[src/rtl/reg_file_mp_pkg.sv]
// Shared defaults and constants for the integer register file.
// Pure definitions: no logic, no latency, no backpressure.
package reg_file_mp_pkg;
    localparam int DEF_WIDTH     = 32;
    localparam int DEF_REG_COUNT = 32;
    localparam int DEF_ADDR_W    = $clog2(DEF_REG_COUNT);
    localparam int REG_X0        = 0;

    localparam logic [DEF_ADDR_W-1:0] ADDR_ZERO = '0;
    localparam logic [DEF_WIDTH-1:0]  DATA_ZERO = '0;
endpackage

[src/rtl/reg_file_mp_read.sv]
// One read port: x0 masking, port A over port B bypass, RAW busy flag.
// Latency: fully combinational. No backpressure; busy flag is the stall signal.
module rf_read_bypass
    import reg_file_mp_pkg::*;
#(
    parameter int WIDTH     = DEF_WIDTH,
    parameter int REG_COUNT = DEF_REG_COUNT,
    parameter int ADDR_W    = $clog2(REG_COUNT)
) (
    input  logic [ADDR_W-1:0]                rd_addr,
    input  logic [REG_COUNT-1:0][WIDTH-1:0]  regs,
    input  logic [REG_COUNT-1:0]             pending,
    input  logic                             we_a,
    input  logic [ADDR_W-1:0]                waddr_a,
    input  logic [WIDTH-1:0]                 wdata_a,
    input  logic                             we_b,
    input  logic [ADDR_W-1:0]                waddr_b,
    input  logic [WIDTH-1:0]                 wdata_b,
    output logic [WIDTH-1:0]                 rd_data,
    output logic                             rd_busy
);
    logic is_x0;
    logic hit_a;
    logic hit_b;

    always_comb begin
        is_x0 = (rd_addr == ADDR_W'(REG_X0));
        hit_a = we_a && (waddr_a == rd_addr);
        hit_b = we_b && (waddr_b == rd_addr);

        rd_data = '0;
        if (!is_x0) begin
            if (hit_a)
                rd_data = wdata_a;
            else if (hit_b)
                rd_data = wdata_b;
            else
                rd_data = regs[rd_addr];
        end

        // An M-unit result arriving this cycle is already forwarded, so no stall.
        rd_busy = pending[rd_addr] & ~hit_b;
    end
endmodule

[src/rtl/reg_file_mp.sv]
// Multi-port RV32IM register file with write-through bypass and long-latency scoreboard.
// Latency: reads/busy combinational; writes and scoreboard visible after the next edge.
// No backpressure: decode stalls on RdBusy; writes are always accepted.
module reg_file_mp
    import reg_file_mp_pkg::*;
#(
    parameter int WIDTH     = DEF_WIDTH,
    parameter int REG_COUNT = DEF_REG_COUNT,
    parameter int NUM_RD    = 2,
    localparam int ADDR_W   = $clog2(REG_COUNT),
    localparam int CNT_W    = $clog2(REG_COUNT + 1)
) (
    input  logic                       CPU_clk,
    input  logic                       CPU_rst_n,
    input  logic [NUM_RD*ADDR_W-1:0]   RdAddr,
    output logic [NUM_RD*WIDTH-1:0]    RdData,
    output logic [NUM_RD-1:0]          RdBusy,
    input  logic                       WeA,
    input  logic [ADDR_W-1:0]          WaddrA,
    input  logic [WIDTH-1:0]           WdataA,
    input  logic                       WeB,
    input  logic [ADDR_W-1:0]          WaddrB,
    input  logic [WIDTH-1:0]           WdataB,
    input  logic                       IssueValid,
    input  logic [ADDR_W-1:0]          IssueAddr,
    output logic [REG_COUNT-1:0]       Pending,
    output logic [CNT_W-1:0]           PendCnt
);
    logic [REG_COUNT-1:0][WIDTH-1:0] mem_q;
    logic [REG_COUNT-1:0]            pending_q;
    logic [REG_COUNT-1:0]            pend_next;
    logic [REG_COUNT-1:0]            set_vec;
    logic [REG_COUNT-1:0]            clr_vec;
    logic [REG_COUNT-1:0]            wr_a_vec;
    logic [CNT_W-1:0]                cnt_q;
    logic [CNT_W-1:0]                cnt_next;
    logic                            cnt_inc;
    logic                            cnt_dec;
    logic                            byp_we_a;
    logic                            byp_we_b;

    // Index 0 is left out of every decode, so x0 never stores or goes pending.
    always_comb begin
        set_vec  = '0;
        clr_vec  = '0;
        wr_a_vec = '0;
        for (int r = 1; r < REG_COUNT; r++) begin
            set_vec[r]  = IssueValid && (IssueAddr == ADDR_W'(r));
            clr_vec[r]  = WeB && (WaddrB == ADDR_W'(r));
            wr_a_vec[r] = WeA && (WaddrA == ADDR_W'(r));
        end
        pend_next = set_vec | (pending_q & ~clr_vec);
        cnt_inc   = |(set_vec & ~pending_q);
        cnt_dec   = |(clr_vec & ~set_vec & pending_q);
        cnt_next  = cnt_q + CNT_W'(cnt_inc) - CNT_W'(cnt_dec);
    end

    always_ff @(posedge CPU_clk or negedge CPU_rst_n) begin
        if (!CPU_rst_n) begin
            mem_q     <= '0;
            pending_q <= '0;
            cnt_q     <= '0;
        end else begin
            for (int r = 1; r < REG_COUNT; r++) begin
                if (wr_a_vec[r])
                    mem_q[r] <= WdataA;
                else if (clr_vec[r])
                    mem_q[r] <= WdataB;
            end
            pending_q <= pend_next;
            cnt_q     <= cnt_next;
        end
    end

    assign Pending = pending_q;
    assign PendCnt = cnt_q;

    // Bypass is masked during reset so every read port returns zero.
    assign byp_we_a = WeA & CPU_rst_n;
    assign byp_we_b = WeB & CPU_rst_n;

    for (genvar k = 0; k < NUM_RD; k++) begin : g_rd
        rf_read_bypass #(
            .WIDTH     (WIDTH),
            .REG_COUNT (REG_COUNT),
            .ADDR_W    (ADDR_W)
        ) u_rd (
            .rd_addr (RdAddr[k*ADDR_W +: ADDR_W]),
            .regs    (mem_q),
            .pending (pending_q),
            .we_a    (byp_we_a),
            .waddr_a (WaddrA),
            .wdata_a (WdataA),
            .we_b    (byp_we_b),
            .waddr_b (WaddrB),
            .wdata_b (WdataB),
            .rd_data (RdData[k*WIDTH +: WIDTH]),
            .rd_busy (RdBusy[k])
        );
    end
endmodule
[config.mk]
export PLATFORM = sky130hd
export DESIGN_NAME = reg_file_mp
export DESIGN_NICKNAME = d
export VERILOG_FILES = /design/src/rtl/reg_file_mp_pkg.sv /design/src/rtl/reg_file_mp_read.sv /design/src/rtl/reg_file_mp.sv
export SDC_FILE = /design/constraint.sdc
export NUM_CORES = 2
export LEC_CHECK = 0
export CAP_MARGIN = 20
export CORE_ASPECT_RATIO = 0.6
export CORE_UTILIZATION = 40
export DETAILED_ROUTE_END_ITERATION = 8
export SETUP_SLACK_MARGIN = 0.3
export SKIP_CTS_REPAIR_TIMING = 1
export SYNTH_ARGS = -nofsm -noshare
export SYNTH_HDL_FRONTEND = slang
export SYNTH_SLANG_ARGS = --single-unit
[constraint.sdc]
create_clock -name CPU_clk -period 3.5 [get_ports CPU_clk]
set_input_delay 0.35 -clock CPU_clk [delete_from_list [all_inputs] [get_ports CPU_clk]]
set_output_delay 0.35 -clock CPU_clk [all_outputs]
set_load 0.02 [all_outputs]
==> impl_metrics.ini <==
[cts]
cts-root-buf = clkbuf_16
clock_latency_ns = 0.74
clk_pin_slew_worst_paths_ns = 0.07
clock_sinks = 1029
ctsHtreeMaxLevel = 3
max-clock-path-buffers = 3
cts_tree = yes
cts_inserted_buffers = 103

[outcome]
run_status = finished, violations left
violations = design-rule violations

[critical_path]
reg2reg_slack_ns = 0.35
cp_slowest_cell = mux4_2
worstSetupPathType = flip-flop to output pin
critPathCaptureType = output pin
path_max_fanout = 3
arrival_ns = 2.93
cpPeakStageDelay_ns = 0.48
crit_required_ns = 3.15
worstPathCellList = mux4_2, nor2b_1, nor3_1, a221oi_2, o221ai_1, buf_4
crit_path_start_kind = flip-flop

[logic_synthesis]
synth_top_area_frac = 0.382
synth_common_cells = mux2i_1, dfrtp_1, nor2_1, a21oi_1, nand2_1
synthArstFlopShare = 1.00
synth_edf_count = 0
synth_cells = 6805
yosysSeqAreaShare = 0.382
ys.warnings.count = 32
postSynthAreaPerCell_um2 = 9.90
yosysMostFrequentCell = mux2i_1
ys.flop_type = dfrtp_1
synth_top_area_cell = dfrtp_1
synth_seq_cells = 1029
synthDistinctLibCells = 83
syn_nets = 6906
synthTopCellsByArea = dfrtp_1, mux2i_1, mux4_2, a21oi_1, nor2_1
syn_area_um2 = 67400

[cells_and_area]
syn2layout_area_growth_pct = 17.6
finalNetCount = 6989
final_layout_size_suffix_gt1_frac = 0.205
nFillCells = 15200

[global_routing]
grt_use_total = 0.370
grt_max_degree = 163
grt_pass1_wl_mm = 451
antenna_found_initial = 14
gr-total-overflow = 0
grt_pass1_vias = 57700

[floorplanning]
initial_core_util = 0.403
dieArea_um2 = 170000
die_w_um = 532
fp-row-count = 116
ios = 198
coreArea_um2 = 167000
die_h_um = 320

[detailed_routing]
drtPass1Iterations = 9
num_vias = 61400
drt-initial-drc-count = 9586
viasPerCell = 6.66
wl_per_cell_um = 35.3
postRouteAntennaNets = 0
wl_mm = 325
route.detailed.drc = 4

[placed_design]
port_buffers = 196
gp_congestion = 1.04
pre_cts_ws_ns = -1.06
post-dp-hpwl_mm = 207

[sta]
maxSlewHeadroom = 0.151
maxSlewViolCount = 0
tightest_slew_ns = 1.27
fin_crit_sh = 0.938
clock.fmax_ghz = 0.305
fin_ws_ns = 0.218
finalCriticalPeriod_ns = 3.28
setup_viol = 0
rsz0062_at_grt = true
hold_ws_ns = 0.260
hold_viol_final = 0
fin_skew_ns = 0.0147

[power]
combPwrFrac = 0.307
netSwitchingPower_mw = 15.0
switching_share = 0.348
cell_internal_pwr_mw = 28.2
clockPowerShare = 0.276
p_total_mw = 43.2
p_per_area_nw_per_um2 = 545
leakage_nw = 35.4
irDropWorstVdd_v = 0.000429
pwr-share-seq = 0.416

[job]
cap_violations = 0

[hold_path]
hp-class = primary input to flip-flop
[layout by cell type (no fill, tap or decap), types with 15 or more instances in the layout]
master              n
o211ai_1           64
nand3_1            29
a22oi_1           108
a221oi_1           31
buf_6              28
o22a_1             51
and3_1             17
o2111ai_1          21
a211o_1            17
nand2_1           605
o22ai_1            83
clkbuf_8           31
nor2_1            683
mux4_2            321
nand2_4            23
clkbuf_16         111
a31oi_1            33
clkbuf_1           21
nand4_1            23
mux2i_1          1257
dfrtp_1          1024
clkdlybuf4s50_1   106
dlymetal6s2s_1     32
nor3_1             15
o21ai_1           103
buf_12            129
o21ai_0           350
inv_1              16
or3_1              17
a21oi_1           631
buf_4             517
mux2_2             93
o221ai_1           38
[per-layer routing]
metal / share of wire / track usage / routed length, um / vias up
met4: 0.059 / 0.181 / 19300 / 12
met1: 0.39 / 0.509 / 128000 / 30500
li1: - / - / - / 25000
met5: 0.00087 / 0.00672 / 282 / -
met2: 0.39 / 0.487 / 125000 / 4867
met3: 0.16 / 0.164 / 52100 / 1055
[registers in the layout, summed over array words and instances (netlist names)]
signal,count
Pending,31
PendCnt,6
mem_q,992
[power groups by stage]
stage	clock [mW]	combinational, mW	sequential [mW]
floorplan	0	8.31	17.1
global placement	0	12.4	17.8
detailed placement	0	12.7	18.0
CTS	12.0	12.7	17.8
global route	12.4	14.0	18.3
finish	11.9	13.3	18.0
[final cells by class]
type	instances	area (um2)	area share
Antenna cell	11	27.5	0.000347
Clock buffer	156	3110	0.0392
Clock inverter	31	377	0.00475
Inverter	17	63.8	0.000805
Multi-Input combinational cell	4907	38600	0.486
Sequential cell	1029	25800	0.325
Tap cell	2242	2810	0.0354
Timing Repair Buffer	830	8600	0.108
[per-stage QoR]
stage          area [um2]  instances  setup TNS [ns]   util
6_report            79300       9223               0  0.475
5_1_grt             79300       9217               0  0.475
4_1_cts             78200       9184           -1.48  0.468
3_5_place_dp        74800       8997           -5.09  0.448
3_3_place_gp        74800       8997           -5.18  0.448
2_1_floorplan       67400       6805               0      -
[logic make-up after synthesis]
group / Yosys count / synth area share
AO/OA/AOI/OAI: 1637 / 0.145
multiplexers: 1685 / 0.312
flip-flops: 1029 / 0.382
buffers and inverters: 869 / 0.0597
XOR/XNOR: 25 / 0.00325
adder cells (fa/ha/maj): 7 / 0.00141
AND/OR/NAND/NOR: 1552 / 0.0967
other: 1 / 0.0000556
[worst paths after layout]
kind	startpoint	endpoint	depth (start not counted)
min in group asynchronous	CPU_rst_n	mem_q[512]	3
max reg2reg	Pending[23]	PendCnt[4]	15
min reg2reg	PendCnt[0]	PendCnt[0]	1
max in group asynchronous	CPU_rst_n	mem_q[802]	5
max	mem_q[249]	RdData[57]	6
min	IssueAddr[3]	Pending[1]	4
[worst max-delay path: cells and delay by family (launching register included)]
| kind | cells | cell delay [ns] |
|---|---|---|
| AO/OA/AOI/OAI | 2 | 0.81 |
| multiplexers | 1 | 0.48 |
| flip-flops | 1 | 0.42 |
| buffers and inverters | 1 | 0.26 |
| AND/OR/NAND/NOR | 2 | 0.22 |
Note: power is estimated with default switching activity, not from simulation.
